[config.mk]
export PLATFORM = sky130hd
export DESIGN_NAME = ram_window_deserializer
export DESIGN_NICKNAME = d
export VERILOG_FILES = /design/src/rtl/deser_pkg.sv /design/src/rtl/deser_out_slot.sv /design/src/rtl/ram_window_deserializer.sv
export SDC_FILE = /design/constraint.sdc
export NUM_CORES = 1
export LEC_CHECK = 0
export ABC_AREA = 1
export ABC_CLOCK_PERIOD_IN_PS = 6730
export BUFFER_PORTS_ARGS = -buffer_cell sky130_fd_sc_hd__buf_2
export CAP_MARGIN = 10
export CORE_MARGIN = 8
export CORE_UTILIZATION = 49
export DETAILED_ROUTE_END_ITERATION = 6
export GPL_TIMING_DRIVEN = 1
export PLACE_DENSITY = 0.66
export SYNTH_ARGS = -nofsm -noshare
export SYNTH_HDL_FRONTEND = slang
export SYNTH_SLANG_ARGS = --single-unit
[constraint.sdc]
create_clock -name clk -period 6.73 [get_ports clk]
set_clock_uncertainty 0.15 [all_clocks]
set_input_delay 1.346 -clock clk [delete_from_list [all_inputs] [get_ports clk]]
set_output_delay 1.346 -clock clk [all_outputs]
set_load 0.005 [all_outputs]
[src/rtl/deser_pkg.sv]
// rtl/deser_pkg.sv - FSM states and word extension for ram_window_deserializer
// DESER_SIGN_EXTEND_EN selects sign extension; otherwise words are zero-extended.
package deser_pkg;

  typedef enum logic [1:0] {IDLE, SKIP, COLLECT, HOLD} state_t;

  localparam int unsigned EXT_MAX = 64;

  function automatic logic [EXT_MAX-1:0] extend(input logic [EXT_MAX-1:0] word,
                                                input int unsigned in_w);
    logic [EXT_MAX-1:0] res;
    res = '0;
    for (int unsigned i = 0; i < EXT_MAX; i++) begin
      if (i < in_w) begin
        res[i] = word[i];
      end
`ifdef DESER_SIGN_EXTEND_EN
      else begin
        res[i] = word[6'(in_w - 1)];
      end
`endif
    end
    return res;
  endfunction

endpackage

[src/rtl/deser_out_slot.sv]
// rtl/deser_out_slot.sv - one-deep valid/ready register holding a completed window
module deser_out_slot #(
  parameter int N     = 9,
  parameter int OUT_W = 9
) (
  input  logic                      clk,
  input  logic                      reset,
  input  logic                      load,
  input  logic [N-1:0][OUT_W-1:0]   load_data,
  input  logic                      out_ready,
  output logic [N-1:0][OUT_W-1:0]   out_data,
  output logic                      out_valid,
  output logic                      slot_free
);

  assign slot_free = !out_valid || out_ready;

  // A load always wins over a simultaneous consume, so out_valid stays high.
  always_ff @(posedge clk or posedge reset) begin
    if (reset) begin
      out_data  <= '0;
      out_valid <= 1'b0;
    end else if (load) begin
      out_data  <= load_data;
      out_valid <= 1'b1;
    end else if (out_valid && out_ready) begin
      out_valid <= 1'b0;
    end
  end

endmodule

[src/rtl/ram_window_deserializer.sv]
// rtl/ram_window_deserializer.sv - collects N RAM words into one parallel window
// Word extension is selected by DESER_SIGN_EXTEND_EN (see deser_pkg).
module ram_window_deserializer #(
  parameter int IN_W  = 8,
  parameter int OUT_W = 9,
  parameter int N     = 9,
  parameter int SKIP  = 3
) (
  input  logic                      clk,
  input  logic                      reset,
  input  logic                      start,
  input  logic                      in_valid,
  input  logic [IN_W-1:0]           in_data,
  output logic                      in_ready,
  output logic [N-1:0][OUT_W-1:0]   out_data,
  output logic                      out_valid,
  input  logic                      out_ready,
  output logic                      busy,
  output logic                      start_err
);
  import deser_pkg::*;

  localparam int IDX_W = (N > 1) ? $clog2(N) : 1;
  localparam int CNT_W = (SKIP > 0) ? $clog2(SKIP + 1) : 1;

  if (OUT_W < IN_W) begin : g_width_check
    $error("ram_window_deserializer: OUT_W must be >= IN_W");
  end

  state_t                    state, next_state;
  logic [IDX_W-1:0]          idx;
  logic [CNT_W-1:0]          cnt;
  logic [N-1:0][OUT_W-1:0]   coll_buf;
  logic [N-1:0][OUT_W-1:0]   window;
  logic [OUT_W-1:0]          ext_word;
  logic                      accept, last, load, slot_free, skip_done;

  assign ext_word  = OUT_W'(extend(64'(in_data), IN_W));
  assign accept    = in_ready && in_valid;
  assign last      = accept && (idx == IDX_W'(N - 1));
  assign skip_done = (cnt == CNT_W'(SKIP - 1));
  assign load      = slot_free && ((state == COLLECT && last) || state == HOLD);
  assign busy      = (state != IDLE);

  // The window handed to the slot must include the word accepted this very cycle.
  always_comb begin
    window = coll_buf;
    if (accept) window[idx] = ext_word;
  end

  always_comb begin
    next_state = state;
    in_ready   = 1'b0;
    start_err  = 1'b0;
    unique case (state)
      IDLE:           if (start) next_state = (SKIP == 0) ? COLLECT : deser_pkg::SKIP;
      deser_pkg::SKIP: if (skip_done) next_state = COLLECT;
      COLLECT: begin
        in_ready = 1'b1;
        if (last) next_state = slot_free ? IDLE : HOLD;
      end
      HOLD:           if (slot_free) next_state = IDLE;
      default:        next_state = IDLE;
    endcase
    if (start && state != IDLE) start_err = 1'b1;
  end

  always_ff @(posedge clk or posedge reset) begin
    if (reset) begin
      state    <= IDLE;
      idx      <= '0;
      cnt      <= '0;
      coll_buf <= '0;
    end else begin
      state <= next_state;
      if (state == IDLE && start) begin
        idx <= '0;
        cnt <= '0;
      end
      if (state == deser_pkg::SKIP) cnt <= skip_done ? '0 : cnt + 1'b1;
      if (accept) begin
        coll_buf[idx] <= ext_word;
        idx           <= last ? '0 : idx + 1'b1;
      end
    end
  end

  deser_out_slot #(.N(N), .OUT_W(OUT_W)) u_out_slot (
    .clk       (clk),
    .reset     (reset),
    .load      (load),
    .load_data (window),
    .out_ready (out_ready),
    .out_data  (out_data),
    .out_valid (out_valid),
    .slot_free (slot_free)
  );

endmodule

==> results.json <==
{
  "power_density_nw_per_um2": 407,
  "cts-buffers-inserted": 17,
  "final.period_utilization_pct": 55.8,
  "ant_nets": 0,
  "design.die.area_um2": 17800,
  "final_nets": 884,
  "post-route-worst-setup-slack_ns": 2.98,
  "routed_wl_mm": 15.7,
  "grt_antenna_before_repair": 0,
  "synth-seq-area-share_pct": 63.3,
  "pin_count_of_the_biggest_net_entering_global_routing": 94,
  "max-slew-margin-rel_pct": 35.7,
  "ys_top_cells_by_area": "dfrtp_1 63%, nand2_1 27%, inv_1 1.6%",
  "global_route_wire_length_before_repair_mm": 26.2,
  "max_cap_violations": 0,
  "vdd_drop_max_v": 0.000200,
  "worst_skew_pair.late_latency_ns": 0.42,
  "cts_hold_repair.buffers": 0,
  "die_height_um": 133,
  "numPortBuffers": 97,
  "grt.total_usage_pct": 18.5,
  "cts.reportedPaths.clkPinSlew_ns": 0.06,
  "multiInputGateArea_um2": 2210,
  "post-route-min-period_ns": 3.75,
  "clock-root-buffer": "clkbuf_16",
  "wire_per_inst_um": 14.8,
  "cts_post_setup_buffers_inserted": 0,
  "worst_hold_path_type": "flip-flop to flip-flop",
  "syn_inst": 776,
  "post_cts_resized": 0,
  "syn_nets": 793,
  "max_fo_critical_path": 43,
  "die_wd_um": 133,
  "power_leakage_uw": 0.00474,
  "detailedPlacementHpwl_mm": 10.5,
  "ctsHtreeMaxLevel": 4,
  "vias_in_the_first_global_route": 5173,
  "gp_congestion": 0.771,
  "grt_overflow": 0,
  "detail_route.vias_per_cell": 4.83,
  "route.vias.total": 5115,
  "netlist-cell-type-count": 22,
  "setup_total_negative_slack_ns": 0,
  "rsz0062_at_grt": "false",
  "synth_top_cell_by_area": "dfrtp_1",
  "total_power_uw": 3240,
  "ios": 98,
  "first_pass_iters": 4,
  "syn_to_final_growth_pct": 17.7,
  "fp.coreArea_um2": 13700,
  "clock_tree_from_tritoncts": "done",
  "final-setup-viol-count": 0,
  "initialDrtViolationCount": 379,
  "dp_slack_ns": 2.53,
  "initial_utilization_pct": 49.5,
  "detailed_place.area_um2": 7340,
  "syn_area_per_cell_um2": 8.71,
  "postLayoutCellArea_um2": 7950,
  "n_antenna_cell": 0,
  "final_core_util_pct": 58.2,
  "synth-warning-count": 0,
  "final_cell_mix": "479 x nand2_1, 171 x dfrtp_1, 97 x buf_2, 28 x inv_1, 18 x nand3_1",
  "timing.critical_path.arrival_ns": 3.91,
  "critical_path_class": "input port to flip-flop",
  "area_share_of_the_largest_cell_type_after_synthesis_pct": 63.3,
  "postSynthRegisterBits": 171,
  "worst_setup_path_end_kind": "flip-flop",
  "clk_path_buf_depth": 2,
  "report.final.hold_viol_count": 0,
  "share_of_post_route_cells_with_drive_strength_above_1_pct": 16.9,
  "status": "finished, final reports clean",
  "max_slew.worst_pin.slew_ns": 0.964,
  "critical_path.startpoint_type": "input port",
  "fp-row-count": 43,
  "syn_area_um2": 6760,
  "fmaxAchievable_mhz": 266,
  "fillers": 1260,
  "final_common_cell": "nand2_1",
  "slew_violations": 0,
  "drt_drc_violations_left": 0,
  "layout.area.seq_um2": 4280,
  "clock-sinks": 171,
  "timing.critical_path.required_ns": 6.89
}
-- synth_stat cells --
master / number
buf_2: 9
nor2_2: 9
nor2_1: 16
nand2_2: 2
ha_1: 4
nor2_8: 2
clkbuf_1: 9
nand2_4: 1
o21ai_0: 6
buf_6: 1
a21oi_1: 2
inv_1: 29
o22ai_1: 2
xnor2_1: 1
nand3_1: 18
xor2_1: 1
o21bai_1: 1
inv_2: 4
buf_4: 8
nand2_1: 479
dfrtp_1: 171
nand3_2: 1
-- layout make-up --
type                            instances  share of cell area (%)
Clock inverter                         10                    1.76
Timing Repair Buffer                   99                    6.29
Tap cell                              180                    2.83
Sequential cell                       171                    53.8
Clock buffer                           22                    5.96
Multi-Input combinational cell        545                    27.7
Inverter                               33                    1.62
-- critical path, stage by stage --
cell and delay (ns):
buf_2 0.08, nand3_1 0.52, inv_2 0.43, nand2_2 0.22
nand2_4 0.17, nand2_2 0.44, buf_4 0.49, nand2_1 0.12
nand2_1 0.06
-- kinds of logic after synthesis --
group           share of synthesized area, %
compound gates                         0.889
xor+xnor                               0.259
fa+ha+maj                              0.740
buf+inv                                 4.05
flops                                   63.3
simple gates                            30.7
-- sequential cells by signal, summed over array words and instances (netlist names) --
register	cells
cnt	2
u_out_slot.out_valid	1
coll_buf	81
u_out_slot.out_data	81
idx	4
state	2
-- per-stage QoR --
step	hold WS, ns	cells
2_1_floorplan	0.288	776
6_report	0.318	1060
3_3_place_gp	0.302	1028
4_1_cts	0.322	1060
5_1_grt	0.332	1060
3_5_place_dp	0.305	1028
-- routing by layer --
layer / wire, um / up-vias / GRT usage (%)
met5: 0 / - / 0
met4: 323 / 0 / 7.55
li1: - / 2522 / -
met2: 7370 / 111 / 29.0
met3: 707 / 22 / 4.74
met1: 7300 / 2460 / 24.0
-- path summary, 6_finish.rpt --
| path | startpoint | endpoint | slack [ns] | depth (start not counted) |
|---|---|---|---|---|
| min in group asynchronous | reset | u_out_slot.out_data[58] | 0.94 | 2 |
| worst min-delay path | coll_buf[16] | coll_buf[16] | 0.32 | 2 |
| max in group asynchronous | reset | idx[0] | 4.04 | 3 |
| worst min register to register | coll_buf[16] | coll_buf[16] | 0.32 | 2 |
| worst max-delay path | in_valid | u_out_slot.out_data[63] | 2.98 | 9 |
| worst max register to register | state[1] | u_out_slot.out_data[63] | 3.50 | 8 |
-- where the power goes --
group / total [uW] / internal [uW] / switching [uW] / leakage [uW]
Combinational: 793 / 286 / 507 / 0.00217
Sequential: 1450 / 1310 / 133 / 0.00228
Clock: 1000 / 613 / 388 / 0.000292
Note: power is estimated with default switching activity, not from simulation.
